<file path="src/rtl/frame_seq_pkg.sv">
// Shared state encodings and sizing helpers for the frame sequencer.
// Optional vsync gating of the copy is enabled with FRAME_SEQ_VSYNC_EN.
package frame_seq_pkg;

  typedef logic [2:0] state_t;

  localparam state_t IDLE      = 3'd0;
  localparam state_t COMPUTE   = 3'd1;
  localparam state_t WAIT_TICK = 3'd2;
  localparam state_t COPY      = 3'd3;
  localparam state_t DRAIN     = 3'd4;

  function automatic int cell_count(input int columns, input int rows);
    return columns * rows;
  endfunction

  function automatic int tick_width(input int frame_ticks);
    return $clog2(frame_ticks + 1);
  endfunction

endpackage

</file>
<file path="src/rtl/frame_copy_pipe.sv">
// Read-latency alignment pipe for the shadow-RAM to VRAM copy.
// Carries {valid, address} so each write lines up with its RAM read data.
module frame_copy_pipe #(
  parameter int READ_LATENCY = 1,
  parameter int ADDR_WIDTH   = 8
) (
  input  logic                  clk_i,
  input  logic                  reset_ni,
  input  logic                  issue_valid,
  input  logic [ADDR_WIDTH-1:0] issue_address,
  output logic                  write_ena,
  output logic [ADDR_WIDTH-1:0] write_address,
  output logic                  empty
);

  logic [READ_LATENCY-1:0] valid_q;
  logic [ADDR_WIDTH-1:0]   address_q [READ_LATENCY];

  always_ff @(posedge clk_i) begin
    if (!reset_ni) begin
      valid_q <= '0;
      for (int i = 0; i < READ_LATENCY; i++) begin
        address_q[i] <= '0;
      end
    end else begin
      valid_q[0]   <= issue_valid;
      address_q[0] <= issue_address;
      for (int i = 1; i < READ_LATENCY; i++) begin
        valid_q[i]   <= valid_q[i-1];
        address_q[i] <= address_q[i-1];
      end
    end
  end

  assign write_ena     = valid_q[READ_LATENCY-1];
  assign write_address = address_q[READ_LATENCY-1];
  assign empty         = ~|valid_q;

endmodule

</file>
<file path="src/rtl/frame_sequencer.sv">
// Frame controller: starts the cell engine, holds the frame period, then copies shadow RAM into VRAM.
// Define FRAME_SEQ_VSYNC_EN to add vsync_i and hold the copy until a vsync pulse for tear-free output.
module frame_sequencer
  import frame_seq_pkg::*;
#(
  parameter int ACTIVE_COLUMNS    = 640,
  parameter int ACTIVE_ROWS       = 480,
  parameter int ADDR_WIDTH        = $clog2(ACTIVE_COLUMNS * ACTIVE_ROWS),
  parameter int DATA_WIDTH        = 1,
  parameter int FRAME_TICKS       = 100000000,
  parameter int READ_LATENCY      = 1,
  parameter int FRAME_COUNT_WIDTH = 16
) (
  input  logic                         clk_i,
  input  logic                         reset_ni,
  input  logic                         run_i,
  input  logic                         step_i,
`ifdef FRAME_SEQ_VSYNC_EN
  input  logic                         vsync_i,
`endif
  output logic                         engine_ready_o,
  input  logic                         engine_done_i,
  output logic [ADDR_WIDTH-1:0]        ram_read_address_o,
  input  logic [DATA_WIDTH-1:0]        ram_read_data_i,
  output logic [ADDR_WIDTH-1:0]        vram_write_address_o,
  output logic [DATA_WIDTH-1:0]        vram_write_data_o,
  output logic                         vram_write_ena_o,
  output logic                         busy_o,
  output logic                         frame_done_o,
  output logic                         overrun_o,
  output logic [FRAME_COUNT_WIDTH-1:0] frame_count_o
);

  localparam int CELLS      = cell_count(ACTIVE_COLUMNS, ACTIVE_ROWS);
  localparam int TICK_WIDTH = tick_width(FRAME_TICKS);
  localparam logic [TICK_WIDTH-1:0] TICK_MAX  = TICK_WIDTH'(FRAME_TICKS);
  localparam logic [TICK_WIDTH-1:0] TICK_LAST = TICK_WIDTH'(FRAME_TICKS - 1);
  localparam logic [ADDR_WIDTH-1:0] LAST_ADDR = ADDR_WIDTH'(CELLS - 1);

  state_t                       state_q;
  logic [TICK_WIDTH-1:0]        tick_q;
  logic [ADDR_WIDTH-1:0]        read_address_q;
  logic                         engine_ready_q;
  logic                         overrun_q;
  logic [FRAME_COUNT_WIDTH-1:0] frame_count_q;

  logic                  pipe_write_ena;
  logic [ADDR_WIDTH-1:0] pipe_write_address;
  logic                  pipe_empty;
  logic                  tick_reached;
  logic                  copy_go;
  logic                  frame_end;
  logic                  start_frame;

  assign tick_reached = (tick_q >= TICK_LAST);

`ifdef FRAME_SEQ_VSYNC_EN
  // Only vsync pulses seen once the frame period has elapsed may release the copy.
  logic vsync_seen_q;

  always_ff @(posedge clk_i) begin
    if (!reset_ni) begin
      vsync_seen_q <= 1'b0;
    end else if (state_q == COMPUTE || state_q == WAIT_TICK) begin
      if (tick_reached && vsync_i) begin
        vsync_seen_q <= 1'b1;
      end
    end else begin
      vsync_seen_q <= 1'b0;
    end
  end

  assign copy_go = tick_reached && (vsync_i || vsync_seen_q);
`else
  assign copy_go = tick_reached;
`endif

  assign frame_end   = (state_q == DRAIN) && pipe_empty;
  assign start_frame = ((state_q == IDLE) && (run_i || step_i)) || (frame_end && run_i);

  always_ff @(posedge clk_i) begin
    if (!reset_ni) begin
      state_q        <= IDLE;
      tick_q         <= '0;
      read_address_q <= '0;
      engine_ready_q <= 1'b0;
      overrun_q      <= 1'b0;
      frame_count_q  <= '0;
    end else begin
      engine_ready_q <= start_frame;

      if (start_frame) begin
        tick_q <= '0;
      end else if ((state_q == COMPUTE || state_q == WAIT_TICK) && tick_q != TICK_MAX) begin
        tick_q <= tick_q + 1'b1;
      end

      case (state_q)
        IDLE: begin
          if (start_frame) begin
            state_q <= COMPUTE;
          end
        end
        COMPUTE: begin
          if (engine_done_i) begin
            if (tick_q > TICK_LAST) begin
              overrun_q <= 1'b1;
            end
            if (copy_go) begin
              state_q        <= COPY;
              read_address_q <= '0;
            end else begin
              state_q <= WAIT_TICK;
            end
          end
        end
        WAIT_TICK: begin
          if (copy_go) begin
            state_q        <= COPY;
            read_address_q <= '0;
          end
        end
        COPY: begin
          // The address parks on the last cell so it never reaches CELLS.
          if (read_address_q == LAST_ADDR) begin
            state_q <= DRAIN;
          end else begin
            read_address_q <= read_address_q + 1'b1;
          end
        end
        DRAIN: begin
          if (frame_end) begin
            frame_count_q <= frame_count_q + 1'b1;
            state_q       <= run_i ? COMPUTE : IDLE;
          end
        end
        default: state_q <= IDLE;
      endcase
    end
  end

  frame_copy_pipe #(
    .READ_LATENCY(READ_LATENCY),
    .ADDR_WIDTH  (ADDR_WIDTH)
  ) u_copy_pipe (
    .clk_i        (clk_i),
    .reset_ni     (reset_ni),
    .issue_valid  (state_q == COPY),
    .issue_address(read_address_q),
    .write_ena    (pipe_write_ena),
    .write_address(pipe_write_address),
    .empty        (pipe_empty)
  );

  assign engine_ready_o       = engine_ready_q;
  assign ram_read_address_o   = read_address_q;
  assign vram_write_ena_o     = pipe_write_ena;
  assign vram_write_address_o = pipe_write_address;
  assign vram_write_data_o    = pipe_write_ena ? ram_read_data_i : '0;
  assign busy_o               = (state_q != IDLE);
  assign frame_done_o         = frame_end;
  assign overrun_o            = overrun_q;
  assign frame_count_o        = frame_count_q;

endmodule

</file>
<file path="config.mk">
export PLATFORM = sky130hd
export DESIGN_NAME = frame_sequencer
export DESIGN_NICKNAME = d
export VERILOG_FILES = /design/src/rtl/frame_seq_pkg.sv /design/src/rtl/frame_copy_pipe.sv /design/src/rtl/frame_sequencer.sv
export SDC_FILE = /design/constraint.sdc
export NUM_CORES = 1
export LEC_CHECK = 0
export CORE_ASPECT_RATIO = 0.6
export CORE_MARGIN = 8
export CORE_UTILIZATION = 23
export DETAILED_ROUTE_END_ITERATION = 8
export GPL_TIMING_DRIVEN = 1
export MAX_ROUTING_LAYER = met4
export PLACE_DENSITY_LB_ADDON = 0.05
export SLEW_MARGIN = 0
export SYNTH_ARGS = -nofsm -noshare
export SYNTH_HDL_FRONTEND = slang
export SYNTH_HIERARCHICAL = 1
export SYNTH_SLANG_ARGS = --single-unit
</file>
<file path="constraint.sdc">
create_clock -name clk_i -period 3.5 [get_ports clk_i]
set_input_delay 0.525 -clock clk_i [delete_from_list [all_inputs] [get_ports clk_i]]
set_output_delay 0.525 -clock clk_i [all_outputs]
set_load 0.01 [all_outputs]
</file>
---- Yosys cells after proc, flatten, opt, wreduce, memory -nomap -nowiden ----
Memory sizes are Yosys's and may differ from the RTL's.
Cells that the tools add are included.
word-level totals
  bits in registers ....................... 68
  bits in read-only memories .............. 0
  latch bits .............................. 0
  output and inout port bits .............. 60
  bits of input ports ..................... 6
  memories kept ........................... 1
  memory bits (writable) .................. 19
  logic and storage cells ................. 60
operators by class
  muxes and demuxes ....................... 17
  equal/unequal tests ..................... 12
  reduce and logical (&&, ||, !) cells .... 17
  $add $sub $neg .......................... 3
  multipliers ............................. 0
  $lt $le $gt $ge ......................... 2
  bitwise logic cells ..................... 1
  div/mod/pow operators ................... 0
  shifts and indexed selects .............. 0
memory list
  memory                 depth  width  read ports  clocked after Yosys merged registers in  wr ports  RTL line               source
  u_copy_pipe.address_q  1      19     1           0                                        1         frame_copy_pipe.sv:17  logic [ADDR_WIDTH-1:0] address_q [READ_LATENCY];
operators with widths
  kind                     number
  $mux W19                 4
  $pmux W19 S3             1
  $add A27 B1 Y27 const B  1
  $ge A27 B27 Y1 const B   1
  $gt A27 B27 Y1 const B   1
  $ne A27 B27 Y1 const B   1
  $add A19 B1 Y19 const B  1
  $eq A19 B19 Y1 const B   1
  $reduce_or A19 Y1        1
  $add A16 B1 Y16 const B  1
  $mux W3                  5
  $pmux W3 S5              1
  $ne A2 B2 Y1 const B     6
  $eq A3 B2 Y1 const B     2
  $mux W1                  6
  $reduce_and A3 Y1        2
  $reduce_bool A3 Y1       2
  $reduce_and A5 Y1        1
  $logic_and A1 B1 Y1      4
  $eq A3 B1 Y1 const B     1
  $eq A3 B3 Y1 const B     1
  $logic_not A3 Y1         1
  $logic_or A1 B1 Y1       3
  $reduce_and A2 Y1        1
  other kinds (3)          3

---- Logic depth before layout (Yosys ltp) ----
Gate-level depths: netlist of run 1.
  depth in word-level cells ............... 6
  depth in mapped cells ................... 8
  gate-level depth less buffers ........... 7

---- Cells and area by module ----
The synthesis of run 1 kept the hierarchy.
by module, submodules not included
  module           area an instance (um2)  cells an instance  seq. area each (um2)  instances
  frame_sequencer  3419.5                  413                1341.3                1
  frame_copy_pipe  565.5                   43                 400.4                 1

---- Least setup slack after synthesis of run 1 ----
Ideal clock, no wire load.
  path kind ............................... register to register
  from .................................... reg tick_q[1]
  to ...................................... reg tick_q[26]
  setup time .............................. 70 ps
  data required time ...................... 3430 ps
  slack ................................... 1301 ps
  buffers on the path ..................... 2
  arrival ................................. 2129 ps
  period minus slack after synthesis ...... 2199 ps
  cell stages (with the launch flop) ...... 9
  cell sequence ........................... dfxtp_1 ha_1 inv_1 or3_1 clkbuf_2 or4_1 buf_2 or3_1 a21oi_1
on the way
  longest elaborated chain between the ends .. 2
  elaborated cells between the ends (all ways) .. 3
  classes of those cells .................. 1 x add/sub; 1 x eq/ne; 1 x reduce/logical
ends and longest elaborated chain
  element                                                  RTL line               source
  start, declared                                          frame_sequencer.sv:41  logic [TICK_WIDTH-1:0] tick_q;
  start signal, assigned                                   frame_sequencer.sv:95  tick_q <= tick_q + 1'b1;
  branches (longest 2 deep; another with $add A27 B1 Y27)  -
Several ways; the timed one is not identified.
A chain may end at the register's enable or synchronous reset.

---- Worst setup path in the final report of run 1 ----
  from .................................... reg state_q[2]
  to ...................................... out frame_done_o
on the way
  longest elaborated chain between the ends .. 2
ends and longest elaborated chain
  element                 RTL line                source
  start, declared         frame_sequencer.sv:40   state_t state_q;
  start signal, assigned  frame_sequencer.sv:134  state_q <= run_i ? COMPUTE : IDLE;
  $eq A3 B3 Y1            frame_sequencer.sv:78   assign frame_end = (state_q == DRAIN) && pipe_empty;
  $logic_and A1 B1 Y1     frame_sequencer.sv:78
  end, declared           frame_sequencer.sv:29   output logic frame_done_o,
Every way passes these cells.

==> results of run 1 <==
==> flip-flops by register name, summed over array words and instances, names as in the netlist <==
register	flops
engine_ready_o	1
frame_count_o	16
overrun_o	1
ram_read_address_o	19
state_q	3
tick_q	27
u_copy_pipe/address_q	19
u_copy_pipe/write_ena	1
==> how the worst min path moves through the flow <==
stage / from / end / slack (ns) / cells after the start
3_3_place_gp: tick_q[7] / tick_q[7] / 0.49 / 2
6_report: tick_q[7] / tick_q[7] / 0.51 / 2
4_1_cts: tick_q[7] / tick_q[7] / 0.51 / 2
5_1_grt: tick_q[7] / tick_q[7] / 0.55 / 2
3_5_place_dp: tick_q[7] / tick_q[7] / 0.49 / 2
2_1_floorplan: tick_q[23] / tick_q[23] / 0.46 / 2
==> report_power, final <==
group | total (mW) | switching, mW | internal [mW] | leakage [nW]
sequential | 1.01 | 0.0147 | 0.997 | 0.701
clock | 0.951 | 0.440 | 0.511 | 0.137
combinational | 0.123 | 0.0740 | 0.0493 | 0.825
==> per-layer routing <==
| metal | up-vias | track usage |
|---|---|---|
| li1 | 1740 | - |
| met1 | 1601 | 0.167 |
| met2 | 63 | 0.135 |
| met3 | 7 | 0.0336 |
| met4 | 0 | 0.0292 |
| met5 | - | - |
==> critical path, delay by kind of cell, from the launching register on <==
kind	cells	cell delay [ns]
buffers and inverters	2	0.76
DFF	1	0.68
and+or+nand+nor	1	0.43
==> kinds of logic (layout without fill, tap and decap cells) <==
group | Yosys count | count (layout) | share of synthesized area
AO/OA/AOI/OAI | 77 | 77 | 0.122
XOR/XNOR | 37 | 37 | 0.0813
adder cells (fa/ha/maj) | 4 | 4 | 0.0126
buffers and inverters | 40 | 100 | 0.0452
flip-flops | 87 | 87 | 0.437
multiplexers | 3 | 3 | 0.00754
AND/OR/NAND/NOR | 208 | 208 | 0.294
==> area by class of cell <==
class / count / area share
Inverter: 13 / 0.00951
Multi-Input combinational cell: 329 / 0.402
Sequential cell: 87 / 0.339
Clock inverter: 6 / 0.0102
Timing Repair Buffer: 71 / 0.136
Clock buffer: 10 / 0.0466
Tap cell: 234 / 0.0570
==> through the flow <==
stage	instance area, sq um	cells	hold WS [ns]	total power, mW	worst slack, ns
after floorplan	3990	456	0.465	1.11	1.30
after global placement	4840	734	0.487	1.16	0.674
after detailed placement	4840	734	0.495	1.16	0.587
after CTS	5130	750	0.506	2.12	0.739
after global routing	5130	750	0.550	2.17	0.610
final	5130	750	0.509	2.09	0.767
==> Yosys cell counts (all sizes together), types with 2 or more instances <==
master	n	area [sq um]
a211oi	14	105
a21oi	20	100
a221oi	2	17.5
and2	23	158
and3	7	46.3
and4	6	53.8
buf	8	57.6
clkbuf	19	73.8
dfxtp	87	1740
ha	4	50.1
inv	13	48.8
mux2i	3	30.0
nand2	31	116
nand3	19	100
nand3b	3	22.5
nand4	12	81.3
nor2	36	135
nor3	21	105
nor4	7	43.8
nor4b	2	17.5
nor4bb	2	20.0
o211a	2	20.0
o211ai	4	30.0
o21a	2	15.0
o21ai	21	105
o22ai	2	12.5
o31ai	5	37.5
or3	24	154
or4	8	63.8
xnor2	21	184
xor2	16	140
==> flow_summary.ini, run 1 <==
[status]
status = finished, final reports clean

[clock_network]
cts.sinks = 87
cts_max_level = 3
clkTransAtPathRegs_ns = 0.06
clockRootBuffer = clkbuf_16
clock_latency_ns = 0.34
cts_tree = done
cts_buffers = 9
clock_path_buffers = 2
ctsResizeCount = 0
postCtsSetupRepairBufs = 0
cts_hold_buf = 0

[routing]
vias = 3411
highest_layer = met4
initialDrtViolationCount = 226
wire_per_inst_um = 15.6
vias_per_cell = 4.55
ant_nets = 0
dr_wl_met2_mm = 4.28
wl_met1_mm = 6.64
drc = 0
wl_mm = 11.7
met3_length_um = 662
drtPass1Iterations = 4

[power_and_ir_drop]
leakagePower_nw = 1.66
p_per_area_nw_per_um2 = 406
peakVddDrop_mv = 0.206

[timing]
setup_tns_ns = 0
fin_skew_ns = 0.0115
slew_headroom = 0.266
period_share = 0.781
setup_viol = 0
tightest_slew_ns = 1.09
hold_viol_final = 0
fmax_mhz = 366
rsz0062_at_grt = no
slew_viol_final = 0
period_needed_ns = 2.73

[final_layout]
layout.cells.most_common_list = dfxtp_1, clkdlybuf4s50_1, nor2_1
layout_commonest_cell = dfxtp_1
multi_input_area_sq_um = 2060
syn_to_final_growth_pct = 28.8
fin_util = 0.301
fill_cells = 1839
antenna_cells = 0
nNetsFinal = 521
drive_above_1_share = 0.0872
regArea_sq_um = 1740

[yosys]
syn-num-nets = 466
yosys_warnings = 6
synth-edff-count = 0
syn_area_per_cell_sq_um = 8.74
synth_cell_types = 55
netlist_area_sq_um = 3990
seq_area_frac_synth = 0.437
ys.flop_type = dfxtp_1
synth-seq-cells = 87
syn_inst = 456
async_reset_ff_frac = 0

[worst_setup_path]
max_stage_delay_ns = 0.68
worst_path_max_delay_cell = dfxtp_1
reg2reg_from = state_q[0]
cp-startpoint = state_q[2]
cp-endpoint = frame_done_o
r2r_end = tick_q[26]
path_class = reg -> out
critPathCaptureType = output pin
crit_chain = nor4bb_1 -> buf_4 -> clkdlybuf4s50_1
crit_arrival_ns = 2.21
path_max_fanout = 18
critPathLaunchType = register
cp.required_ns = 2.97
reg2reg_setup_slack_ns = 0.92
ff2ff_path_depth = 5

[place]
finalWeightedCongestion = 0.782
hpwl_mm = 8.46
port_buffers = 65

[grt]
gr-total-overflow = 0
grt_use_total = 0.111
antenna_found_initial = 0
grt_pass1_wl_mm = 18.4
grt_pass1_vias = 3214
grt_max_degree = 24

[floorplan]
initial_core_util = 0.234
placeableCoreArea_sq_um = 17000
floorplan.die.width_um = 186
die_area_sq_um = 21900
die_h_um = 118
placementRows = 37
ioPinCount = 66

[flow_run]
maxCapViolCount = 0

[worst_hold_path]
holdCritPathClass = reg -> reg
No activity file was read; power rests on OpenSTA's default activity.
==> inputs of run 2 (changes only) <==
==> constraint.sdc (replaced) <==
create_clock -name clk_i -period 2.7 [get_ports clk_i]
set_input_delay 0.405 -clock clk_i [delete_from_list [all_inputs] [get_ports clk_i]]
set_output_delay 0.405 -clock clk_i [all_outputs]
set_load 0.01 [all_outputs]
==> flow_summary.ini, run 2 (same netlist as run 1, synthesis figures left out) <==
[clock_network]
cts_tree = done
postCtsSetupRepairBufs = 0
ctsResizeCount = 0
clockRootBuffer = clkbuf_16
clkTransAtPathRegs_ns = 0.06
clock_latency_ns = 0.34
cts_hold_buf = 0
clock_path_buffers = 2
cts_buffers = 9
cts.sinks = 87
cts_max_level = 3

[timing]
tightest_slew_ns = 0.755
setup_viol = 0
period_needed_ns = 2.36
slew_viol_final = 0
setup_tns_ns = 0
slew_headroom = 0.495
rsz0062_at_grt = no
hold_viol_final = 0
hold_ws_ns = 0.493
setup_ws_ns = 0.344
fmax_mhz = 424
period_share = 0.873
fin_skew_ns = 0.00977

[routing]
vias = 3477
initialDrtViolationCount = 227
vias_per_cell = 4.55
drc = 0
wire_per_inst_um = 15.5
drtPass1Iterations = 4
ant_nets = 0
wl_mm = 11.8

[floorplan]
placeableCoreArea_sq_um = 17000
floorplan.die.width_um = 186
die_h_um = 118
placementRows = 37
die_area_sq_um = 21900
ioPinCount = 66
initial_core_util = 0.234

[final_layout]
fill_cells = 1808
drive_above_1_share = 0.111
syn_to_final_growth_pct = 33.3
regArea_sq_um = 1740
antenna_cells = 0
layout.cells.most_common_list = dfxtp_1, clkdlybuf4s50_1, nor2_1
multi_input_area_sq_um = 2060
largest_reg_flops = 27
layout_commonest_cell = dfxtp_1
fin_util = 0.312
nNetsFinal = 535
largest_register = tick_q

[grt]
grt_max_degree = 25
grt_pass1_vias = 3263
grt_pass1_wl_mm = 18.7
antenna_found_initial = 0
grt_use_total = 0.111
gr-total-overflow = 0

[status]
status = finished, final reports clean

[worst_setup_path]
crit_buf_inv = 2
critPathLaunchType = register
reg2reg_from = tick_q[1]
reg2reg_setup_slack_ns = 0.36
crit_arrival_ns = 1.95
ff2ff_path_depth = 6
cp.required_ns = 2.30
crit_chain = nor4bb_1 -> buf_4 -> clkdlybuf4s50_1
path_class = reg -> out
critPathCaptureType = output pin
cp-endpoint = frame_done_o
r2r_end = tick_q[26]
cp-startpoint = state_q[2]
cp_top_family = buffers and inverters
cp_num_cells = 3
path_max_fanout = 8
max_stage_delay_ns = 0.54
worst_path_max_delay_cell = clkdlybuf4s50_1

[power_and_ir_drop]
power_mw = 2.96
p_per_area_nw_per_um2 = 557
peakVddDrop_mv = 0.251
leakagePower_nw = 1.77

[flow_run]
maxCapViolCount = 0

[worst_hold_path]
holdCritPathClass = reg -> reg

[place]
hpwl_mm = 8.79
post-place-ws_ns = 0.211
finalWeightedCongestion = 0.768
port_buffers = 65
[run 2: worst reg2reg max path: stages, from the launching register on]
cell     delay (ns)
dfxtp_1        0.43
ha_1           0.22
inv_1          0.06
or3_1          0.41
or4_1          0.62
or3_1          0.39
a21oi_1        0.14
[run 2: worst min path at each step]
stage                from    endpoint  slack [ns]  cells after the start
4_1_cts         tick_q[7]   tick_q[7]        0.51                      2
6_report        overrun_o   overrun_o        0.49                      1
3_5_place_dp    overrun_o   overrun_o        0.50                      1
3_3_place_gp   tick_q[22]  tick_q[22]        0.49                      2
5_1_grt         overrun_o   overrun_o        0.53                      1
2_1_floorplan  tick_q[23]  tick_q[23]        0.46                      2
[run 2: power breakdown]
group          total [mW]  internal (mW)  switching, mW
combinational       0.181         0.0770          0.104
clock                1.48          0.937          0.538
sequential           1.30           1.29         0.0108
total                2.96           2.31          0.653
[run 2: final cells by class]
class,count,share of cell area
clock inverters,6,0.0217
inverters,13,0.00918
flip-flops and latches,87,0.328
multi-input cells,329,0.388
repair buffers,85,0.153
clock buffers,10,0.0450
well taps,234,0.0551
[run 2: metrics by stage]
stage	cells	instance area (sq um)
final	764	5310
after global routing	764	5310
after CTS	764	5310
after detailed placement	748	4960
after global placement	748	4960
after floorplan	456	3990
[run 2: metal layers]
metal | vias up | wire [um] | share of wire | GRT usage
li1 | 1764 | - | - | -
met1 | 1636 | 6870 | 0.58 | 0.173
met2 | 75 | 4350 | 0.37 | 0.132
met3 | 2 | 582 | 0.049 | 0.0330
met4 | 0 | 37 | 0.0031 | 0.0262
met5 | - | 0 | 0 | -
